==> config.mk <==
export PLATFORM = sky130hd
export DESIGN_NAME = button_conditioner
export DESIGN_NICKNAME = d
export VERILOG_FILES = /design/src/rtl/btn_cond_pkg.sv /design/src/rtl/sync_2ff.sv /design/src/rtl/button_conditioner.sv
export SDC_FILE = /design/constraint.sdc
export NUM_CORES = 1
export LEC_CHECK = 0
export CAP_MARGIN = 20
export CORE_ASPECT_RATIO = 0.7
export CORE_UTILIZATION = 60
export CTS_CLUSTER_DIAMETER = 200
export DETAILED_ROUTE_END_ITERATION = 16
export PLACE_DENSITY = 0.87
export SLEW_MARGIN = 20
export SYNTH_ARGS = -nofsm -noshare
export SYNTH_HDL_FRONTEND = slang
export SYNTH_HIERARCHICAL = 1
export SYNTH_SLANG_ARGS = --single-unit
==> constraint.sdc <==
create_clock -name clk -period 2.94 [get_ports clk]
set_clock_uncertainty 0.05 [all_clocks]
set_input_delay 0.441 -clock clk [delete_from_list [all_inputs] [get_ports clk]]
set_output_delay 0.441 -clock clk [all_outputs]
set_load 0.01 [all_outputs]
==> src/rtl/btn_cond_pkg.sv <==
// Shared types and default timing for the push-button conditioner.
//   state_e    : 3-bit debounce/repeat FSM encoding
//   DEF_*      : default timing constants for a 100 MHz clk
//                (10 ms debounce, 500 ms first repeat, 100 ms repeat period)
package btn_cond_pkg;

   typedef enum logic [2:0] {
      RELEASED  = 3'd0,
      ARMING    = 3'd1,
      PRESSED   = 3'd2,
      REPEATING = 3'd3,
      DISARMING = 3'd4
   } state_e;

   localparam int unsigned DEF_DEBOUNCE_CYCLES = 1_000_000;
   localparam int unsigned DEF_REPEAT_DELAY    = 50_000_000;
   localparam int unsigned DEF_REPEAT_RATE     = 10_000_000;
   localparam int unsigned DEF_CNT_W           = 32;

endpackage

==> src/rtl/sync_2ff.sv <==
// Two-flop synchroniser for a single asynchronous input bit.
//   clk     : destination clock
//   reset_n : async active-low reset, both flops clear to 0
//   d_i     : asynchronous input
//   q_o     : synchronised output, two clk edges of latency
module sync_2ff (
   input  logic clk,
   input  logic reset_n,
   input  logic d_i,
   output logic q_o
);

   logic meta_q;
   logic sync_q;

   always_ff @(posedge clk or negedge reset_n) begin
      if (!reset_n) begin
         meta_q <= 1'b0;
         sync_q <= 1'b0;
      end else begin
         meta_q <= d_i;
         sync_q <= meta_q;
      end
   end

   assign q_o = sync_q;

endmodule

==> src/rtl/button_conditioner.sv <==
// Turns one raw push-button into a debounced level plus single-cycle
// press / release / auto-repeat strobes for the up/down counter.
//   clk           : system clock
//   reset_n       : async active-low reset
//   btn_in        : raw button, asynchronous, active-high
//   level_out     : debounced level
//   press_pulse   : 1-cycle strobe on accepted press
//   release_pulse : 1-cycle strobe on accepted release
//   repeat_pulse  : 1-cycle strobe on each auto-repeat while held
//   step_pulse    : press_pulse | repeat_pulse
module button_conditioner
   import btn_cond_pkg::*;
#(
   parameter int unsigned DEBOUNCE_CYCLES = DEF_DEBOUNCE_CYCLES,
   parameter int unsigned REPEAT_EN       = 1,
   parameter int unsigned REPEAT_DELAY    = DEF_REPEAT_DELAY,
   parameter int unsigned REPEAT_RATE     = DEF_REPEAT_RATE,
   parameter int unsigned CNT_W           = DEF_CNT_W
) (
   input  logic clk,
   input  logic reset_n,
   input  logic btn_in,
   output logic level_out,
   output logic press_pulse,
   output logic release_pulse,
   output logic repeat_pulse,
   output logic step_pulse
);

   localparam logic [CNT_W-1:0] DB_LAST   = CNT_W'(DEBOUNCE_CYCLES - 1);
   localparam logic [CNT_W-1:0] DLY_LAST  = CNT_W'(REPEAT_DELAY - 1);
   localparam logic [CNT_W-1:0] RATE_LAST = CNT_W'(REPEAT_RATE - 1);

   logic             sync;
   state_e           state_q, state_d;
   logic [CNT_W-1:0] timer_q, timer_d, timer_inc;
   logic             level_q, level_d;
   logic             press_q, press_d;
   logic             release_q, release_d;
   logic             repeat_q, repeat_d;
   logic             step_q;

   sync_2ff u_sync (
      .clk     (clk),
      .reset_n (reset_n),
      .d_i     (btn_in),
      .q_o     (sync)
   );

   // Saturating increment: a held button must never wrap the timer back
   // into a compare window.
   assign timer_inc = (&timer_q) ? timer_q : timer_q + 1'b1;

   always_comb begin
      state_d   = state_q;
      timer_d   = timer_inc;
      level_d   = level_q;
      press_d   = 1'b0;
      release_d = 1'b0;
      repeat_d  = 1'b0;
      unique case (state_q)
         RELEASED: begin
            timer_d = '0;
            if (sync) state_d = ARMING;
         end
         ARMING: begin
            if (!sync) begin
               state_d = RELEASED;
               timer_d = '0;
            end else if (timer_q == DB_LAST) begin
               state_d = PRESSED;
               timer_d = '0;
               press_d = 1'b1;
               level_d = 1'b1;
            end
         end
         PRESSED: begin
            if (!sync) begin
               state_d = DISARMING;
               timer_d = '0;
            end else if (REPEAT_EN != 0 && timer_q == DLY_LAST) begin
               state_d  = REPEATING;
               timer_d  = '0;
               repeat_d = 1'b1;
            end
         end
         REPEATING: begin
            if (!sync) begin
               state_d = DISARMING;
               timer_d = '0;
            end else if (timer_q == RATE_LAST) begin
               timer_d  = '0;
               repeat_d = 1'b1;
            end
         end
         DISARMING: begin
            // A bounce back high resumes the hold; the repeat delay restarts.
            if (sync) begin
               state_d = PRESSED;
               timer_d = '0;
            end else if (timer_q == DB_LAST) begin
               state_d   = RELEASED;
               timer_d   = '0;
               release_d = 1'b1;
               level_d   = 1'b0;
            end
         end
         default: begin
            state_d = RELEASED;
            timer_d = '0;
         end
      endcase
   end

   always_ff @(posedge clk or negedge reset_n) begin
      if (!reset_n) begin
         state_q   <= RELEASED;
         timer_q   <= '0;
         level_q   <= 1'b0;
         press_q   <= 1'b0;
         release_q <= 1'b0;
         repeat_q  <= 1'b0;
         step_q    <= 1'b0;
      end else begin
         state_q   <= state_d;
         timer_q   <= timer_d;
         level_q   <= level_d;
         press_q   <= press_d;
         release_q <= release_d;
         repeat_q  <= repeat_d;
         step_q    <= press_d | repeat_d;
      end
   end

   assign level_out     = level_q;
   assign press_pulse   = press_q;
   assign release_pulse = release_q;
   assign repeat_pulse  = repeat_q;
   assign step_pulse    = step_q;

endmodule
==> summary.log, run 1 <==
qor: sta.final-max-slew-violation-count 0
qor: worst_setup_path.timing.critical_path.slowest_cell_delay 0.60 ns
qor: sta.final-setup-viol-count 0
qor: placed_design.io_buffers 7
qor: logic_synthesis.largest_cells_by_area_after_synthesis sky130_fd_sc_hd__dfrtp_1 40%, sky130_fd_sc_hd__xnor2_1 8.3%, sky130_fd_sc_hd__a21oi_1 5.1%, sky130_fd_sc_hd__a2111oi_4 4.2%, sky130_fd_sc_hd__nand2_1 3.3%
qor: global_route.vias_in_the_first_global_route 1,920
qor: clock_tree.clock_sink_count 42
qor: clock_tree.clk-insertion-delay-late 0.30 ns
qor: worst_setup_path.timing.reg2reg.worst_path_depth 7
qor: sta.hold_violations 0
qor: route.wl_met3 551 um
qor: power_and_ir_drop.power.ir.vdd_worst 298.5 uV
qor: power_and_ir_drop.power-per-cell-area 355.9 nW/um2
qor: logic_synthesis.postSynthRegisterBits 42
qor: logic_synthesis.ys_seq_area_frac 0.3985
qor: layout.layout.nets 264
qor: logic_synthesis.synth.net_count 258
qor: logic_synthesis.yosys_most_used_dff sky130_fd_sc_hd__dfrtp_1
qor: logic_synthesis.synth_cell_type_count 53
qor: layout.area_growth 6.215%
qor: logic_synthesis.synth-adder-area-share 0.004744
qor: route.post_drt_wl_per_cell 18.34 um
qor: outcome.status finished, final reports clean
qor: worst_setup_path.cp_max_fo 17
qor: layout.multi_input_area 1469 um2
qor: clock_tree.cts.hold.buffers_added 0
qor: clock_tree.cts_inserted_buffers 5
qor: sta.max_clock_freq 378.7 MHz
qor: route.m1WireLength 2716 um
qor: logic_synthesis.avgSynthCellArea 10.38 um2
qor: run.max-cap-violations 0
qor: sta.max_slew.worst_pin.slew 0.8956 ns
qor: logic_synthesis.ffs_w_async_s_r_synth 1.000
qor: logic_synthesis.syn_inst 254
qor: route.detailedRoute.firstIterationViolations 250
qor: route.wl_met2 2381 um
qor: clock_tree.clk_pin_slew 0.08 ns
qor: layout.finalInstanceArea 2801 um2
qor: layout.num_antenna_cells 0
qor: route.drtAntennaViolNets 0
qor: clock_tree.ctsHtreeMaxLevel 2
qor: logic_synthesis.yosys.area_share.simple 0.2514
qor: clock_tree.max-clock-path-buffers 2
qor: die.boundaryPins 8
qor: sta.final.setup.worst_slack 0.2993 ns
qor: route.detail_route.drc_violations 0
qor: route.route.final.wire_length 5739 um
qor: logic_synthesis.synth.yosys.warnings 6
qor: worst_setup_path.regToRegStartpoint timer_q[0]
qor: power_and_ir_drop.p_leak 0.0009957 uW
qor: logic_synthesis.synth_area_leader_cell sky130_fd_sc_hd__dfrtp_1
qor: global_route.pin_count_of_the_biggest_net_entering_global_routing 43
qor: sta.finalWorstPathRequiredPeriod 2.641 ns
qor: sta.final_min_period_over_clock_period 0.8982
qor: die.initial_utilization 0.6488
qor: placed_design.dpl-instance-area 2710 um2
qor: placed_design.gpl.final_weighted_congestion 0.9449
qor: worst_setup_path.crit_path_start_kind register
qor: die.row_count 19
qor: layout.drive_above_1_share 0.1494
qor: logic_synthesis.synth_area 2638 um2
qor: logic_synthesis.synth_top_family_by_area simple AND/OR/NAND/NOR gates
qor: route.vias 2,108
qor: route.top_routing_layer_used met4
qor: worst_setup_path.worst_path_max_delay_cell sky130_fd_sc_hd__or4_4
qor: global_route.grt_remaining_overflow 0
qor: worst_setup_path.arrival 2.76 ns
qor: layout.layout.area.seq 1051 um2
qor: worst_setup_path.cp-startpoint timer_q[0]
qor: worst_setup_path.critical_path.endpoint_type register
qor: route.viasPerCell 6.735
qor: placed_design.dpl.cell_count 305
qor: sta.rsz0062_at_grt no
qor: logic_synthesis.synth_compound_gate_area_share 0.2068
qor: clock_tree.tritoncts done
qor: min_path.hp-class in2async
qor: placed_design.dpl.hpwl 4148 um
qor: clock_tree.clock_tree.root_cell sky130_fd_sc_hd__clkbuf_8
qor: die.die-height 57.47 um
qor: die.floorplan.die_area 4669 um2
qor: logic_synthesis.post-synth-top-area-fraction 0.3985
qor: global_route.number_of_antenna_violations_at_the_first_check_in_global_routing 0
qor: worst_setup_path.worstPathCellList ha_1 -> nand4_4 -> or3_1 -> or4_4 -> nand3_2 -> buf_4 -> a21oi_1
qor: die.dieWidth 81.25 um
qor: logic_synthesis.post_synth_mux_area_share 0.007590
qor: global_route.grt_overall_usage 0.2815
qor: sta.fin_tns_setup 0 ns
qor: layout.number_of_filler_cells_placed_in_the_layout 293
qor: logic_synthesis.synth_common_cells 42 x sky130_fd_sc_hd__dfrtp_1, 27 x sky130_fd_sc_hd__a21oi_1, 25 x sky130_fd_sc_hd__xnor2_1
qor: worst_setup_path.cp_data_required_time 3.06 ns
qor: clock_tree.postCtsResizedCells 0
qor: placed_design.dp_worst_setup_slack 0.3141 ns
qor: logic_synthesis.yosys.cell_count.top_type sky130_fd_sc_hd__dfrtp_1
qor: route.drtPass1Iterations 5
qor: logic_synthesis.yosys.area_share.xor_xnor 0.08634
qor: die.core 4065 um2
qor: global_route.grt_pass1_wl 9694 um
qor: clock_tree.cts_setup_buffers 0
qor: logic_synthesis.synth-edff-count 0
qor: sta.relSlewSlack 0.4029
qor: layout.finalNonFillerCells 313
qor: worst_setup_path.worstSetupPathType reg2reg
[registers in the layout, summed over array words and instances (netlist names)]
name and flops:
level_out 1, press_pulse 1, release_pulse 1, repeat_pulse 1, state_q 3, step_pulse 1, timer_q 32, u_sync/meta_q 1
u_sync/q_o 1
[path summary, 6_finish.rpt]
path,endpoint,slack (ns)
worst max-delay path,timer_q[21],0.30
worst min-delay path,timer_q[30],0.21
worst max register to register,timer_q[21],0.30
worst min register to register,u_sync/q_o,0.30
max in group asynchronous,timer_q[8],2.06
min in group clk,u_sync/q_o,0.30
[critical path, delay by kind of cell (launching register included)]
| kind | cells | cell delay (ns) |
|---|---|---|
| AND/OR/NAND/NOR | 4 | 1.50 |
| flip-flops | 1 | 0.38 |
| buffers and inverters | 1 | 0.26 |
| adder cells (fa/ha/maj) | 1 | 0.24 |
| AO/OA/AOI/OAI | 1 | 0.09 |
[layer usage]
layer	vias to the layer above	global-route usage
met3	15	0.08480
met1	1009	0.4368
met2	107	0.3697
met4	0	0.08673
met5	-	0
li1	977	-
[through the flow]
step | power (uW) | hold slack [ns] | utilization
floorplan | 611.3 | 0.09541 | -
global placement | 624.3 | 0.2827 | 0.6667
detailed placement | 625.5 | 0.2910 | 0.6667
CTS | 1002 | 0.2525 | 0.6891
global route | 1025 | 0.3030 | 0.6891
finish | 997.1 | 0.2135 | 0.6891
[layout by cell type, fill, tap and decap left out, drive strengths merged, types with 2 or more instances in the layout]
cell type and n:
and3 4, buf 7, nor2 6, a221oi 2, or2 2, or4 5, and2 4, clkdlybuf4s50 6
nand2 23, nand3b 4, a22oi 2, and4 3, nand3 9, o31ai 2, nor4b 2, clkbuf 7
xnor2 25, a311oi 2, dfrtp 42, nand4 14, a21oi 33, mux2i 2, nor2b 2, or3 3
a211oi 8, a2111oi 10, nor4 8, nand2b 3, inv 4, nor3 2, o21ai 4
[kinds of logic (layout without fill, tap and decap cells)]
family,count (synthesis),count (layout)
AND/OR/NAND/NOR,97,97
AO/OA/AOI/OAI,68,68
flip-flops,42,42
XOR/XNOR,26,26
buffers and inverters,18,25
multiplexers,2,2
adder cells (fa/ha/maj),1,1
[area by class of cell]
class | count | share of cell area
Inverter | 4 | 0.005360
Clock buffer | 7 | 0.03082
Timing Repair Buffer | 13 | 0.03930
Sequential cell | 42 | 0.3752
Clock inverter | 1 | 0.001787
Tap cell | 52 | 0.02322
Multi-Input combinational cell | 194 | 0.5243
[where the power goes]
group / total (uW) / switching, uW / internal, uW / leakage, uW
Combinational: 28.6 / 21.8 / 6.81 / 0.000368
Clock: 384 / 194 / 189 / 0.0000482
Sequential: 585 / 4.20 / 581 / 0.000579
Total: 997 / 220 / 777 / 0.000996
(Power assumes the default switching activity.)
==> run 2, diff against run 1 <==
--- a/config.mk
+++ b/config.mk
@@ -11,6 +11,7 @@
 export CTS_CLUSTER_DIAMETER = 200
 export DETAILED_ROUTE_END_ITERATION = 16
 export PLACE_DENSITY = 0.87
+export SKIP_LAST_GASP = 1
 export SLEW_MARGIN = 20
 export SYNTH_ARGS = -nofsm -noshare
 export SYNTH_HDL_FRONTEND = slang
==> results of run 2 <==
Final layout, timing and power as in run 1 (identical DEF).
==> run 3, diff against run 2 <==
--- a/config.mk
+++ b/config.mk
@@ -7,10 +7,10 @@
 export LEC_CHECK = 0
 export CAP_MARGIN = 20
 export CORE_ASPECT_RATIO = 0.7
-export CORE_UTILIZATION = 60
+export CORE_UTILIZATION = 40
 export CTS_CLUSTER_DIAMETER = 200
 export DETAILED_ROUTE_END_ITERATION = 16
-export PLACE_DENSITY = 0.87
+export PLACE_DENSITY = 0.65
 export SKIP_LAST_GASP = 1
 export SLEW_MARGIN = 20
 export SYNTH_ARGS = -nofsm -noshare
==> summary.log, run 3 (synthesis gave the netlist of run 1 again) <==
qor: outcome.status finished, final reports clean
qor: clock_tree.max-clock-path-buffers 2
qor: die.initial_utilization 0.4183
qor: worst_setup_path.timing.critical_path.slowest_cell_delay 0.60 ns
qor: power_and_ir_drop.power.ir.vdd_worst 157.4 uV
qor: worst_setup_path.crit_path_start_kind register
qor: global_route.grt_overall_usage 0.1842
qor: sta.max_clock_freq 395.2 MHz
qor: sta.final_min_period_over_clock_period 0.8606
qor: layout.most_common_cell_after_layout_fill_and_taps_aside sky130_fd_sc_hd__dfrtp_1
qor: sta.fin_tns_setup 0 ns
qor: sta.final-max-slew-violation-count 0
qor: die.dieWidth 99.06 um
qor: route.drtPass1Iterations 5
qor: layout.final_cell_mix 42 x sky130_fd_sc_hd__dfrtp_1, 27 x sky130_fd_sc_hd__a21oi_1, 25 x sky130_fd_sc_hd__xnor2_1
qor: route.detailedRoute.firstIterationViolations 91
qor: route.drtAntennaViolNets 0
qor: die.die-height 69.94 um
qor: clock_tree.clock_sink_count 42
qor: route.post_drt_wl_per_cell 17.03 um
qor: worst_setup_path.critical_path.n_buffers_inverters 1
qor: clock_tree.postCtsResizedCells 0
qor: placed_design.io_buffers 7
qor: min_path.hp-class in2async
qor: clock_tree.ctsHtreeMaxLevel 2
qor: clock_tree.tritoncts done
qor: worst_setup_path.timing.critical_path.max_delay_family simple AND/OR/NAND/NOR gates
qor: sta.rsz0062_at_grt no
qor: sta.hold_violations 0
qor: die.boundaryPins 8
qor: global_route.number_of_antenna_violations_at_the_first_check_in_global_routing 0
qor: run.max-cap-violations 0
qor: sta.finalWorstPathRequiredPeriod 2.530 ns
qor: power_and_ir_drop.p_leak 0.001024 uW
qor: layout.layout.nets 265
qor: layout.num_antenna_cells 0
qor: layout.max_flop_register timer_q
qor: clock_tree.clk-insertion-delay-late 0.30 ns
qor: clock_tree.cts.hold.buffers_added 0
qor: worst_setup_path.critical_path.endpoint_type register
qor: global_route.grt_pass1_wl 10,050 um
qor: layout.reg_top3 timer_q x32, state_q x3
qor: worst_setup_path.cp_data_required_time 3.05 ns
qor: worst_setup_path.regToRegSetupSlack 0.41 ns
qor: clock_tree.clock_tree.root_cell sky130_fd_sc_hd__clkbuf_8
qor: sta.final-setup-viol-count 0
qor: layout.finalNonFillerCells 340
qor: worst_setup_path.worstPathCellList ha_1 -> nand4_4 -> or3_1 -> or4_4 -> nand3_2 -> buf_4 -> a221oi_1
qor: worst_setup_path.worst_path_max_delay_cell sky130_fd_sc_hd__or4_4
qor: route.viasPerCell 6.006
qor: sta.max_slew.worst_pin.slew 0.9191 ns
qor: global_route.vias_in_the_first_global_route 1,956
qor: placed_design.dpl.cell_count 332
qor: power_and_ir_drop.power-per-cell-area 410.3 nW/um2
qor: die.floorplan.die_area 6928 um2
qor: worst_setup_path.arrival 2.64 ns
qor: clock_tree.clk_pin_slew 0.08 ns
qor: route.route.final.wire_length 5790 um
qor: die.row_count 24
qor: placed_design.gpl.final_weighted_congestion 0.8185
qor: route.detail_route.drc_violations 0
qor: worst_setup_path.cp_max_fo 16
qor: layout.number_of_flip_flops_in_the_largest_register 32
qor: global_route.grt_remaining_overflow 0
qor: clock_tree.cts_inserted_buffers 5
qor: clock_tree.cts_setup_buffers 0
qor: placed_design.dpl.hpwl 4094 um
qor: layout.area_growth 9.677%
qor: layout.drive_above_1_share 0.1565
qor: route.vias 2,042
qor: sta.relSlewSlack 0.3714
qor: die.core 6306 um2
qor: worst_setup_path.worstSetupPathType reg2reg
qor: global_route.pin_count_of_the_biggest_net_entering_global_routing 43
## run 3: cell types whose count changed in the layout (fill, tap and decap cells not counted), sizes merged
cell / change
clkinv: -1
bufinv: +2
clkbuf: -1
buf: +1
## run 3: power breakdown
group          total, uW  internal, uW  switching [uW]  leakage (uW)
clock network        573           362             210     0.0000714
logic               29.7          6.92            22.8      0.000374
registers            584           580            3.94      0.000579
## run 3: stage by stage
step | cell area (um2) | setup WS [ns] | utilization | hold slack, ns | total power (uW)
2_1_floorplan | 2638 | 0.7050 | - | 0.09541 | 611.3
3_3_place_gp | 2750 | 0.4866 | 0.4361 | 0.2835 | 626.4
3_5_place_dp | 2750 | 0.4199 | 0.4361 | 0.2910 | 626.8
4_1_cts | 2893 | 0.4131 | 0.4587 | 0.2661 | 1198
5_1_grt | 2893 | 0.3030 | 0.4587 | 0.3239 | 1227
6_report | 2893 | 0.4098 | 0.4587 | 0.2380 | 1187
## run 3: area by class of cell
cell class	instances	area, um2
fill	603	3413
multi-input combinational	194	1469
sequential	42	1051
timing repair buffer	14	117.6
tap	78	97.59
clock buffer	6	82.58
clock inverter	2	60.06
inverter	4	15.01
## run 3: worst paths after layout
check | start | end | depth (start not counted)
min in group clk | u_sync/meta_q | u_sync/q_o | 0
worst min-delay path | reset_n | timer_q[18] | 1
worst max-delay path | timer_q[0] | timer_q[2] | 7
max in group asynchronous | reset_n | timer_q[24] | 1
worst min register to register | u_sync/meta_q | u_sync/q_o | 0
worst max register to register | timer_q[0] | timer_q[2] | 7
## run 3: worst reg2reg max path, cell delays in order (launching register included)
cell	delay, ns
sky130_fd_sc_hd__dfrtp_1	0.38
sky130_fd_sc_hd__ha_1	0.26
sky130_fd_sc_hd__nand4_4	0.21
sky130_fd_sc_hd__or3_1	0.42
sky130_fd_sc_hd__or4_4	0.60
sky130_fd_sc_hd__nand3_2	0.11
sky130_fd_sc_hd__buf_4	0.23
sky130_fd_sc_hd__a221oi_1	0.13
## run 3: routing by layer
layer  vias up  GRT usage  share of wire
li1        977          -              -
met1       997     0.2880           0.53
met2        61     0.2541           0.41
met3         7    0.04104          0.056
met4         0    0.04412         0.0074
met5         -          0              0
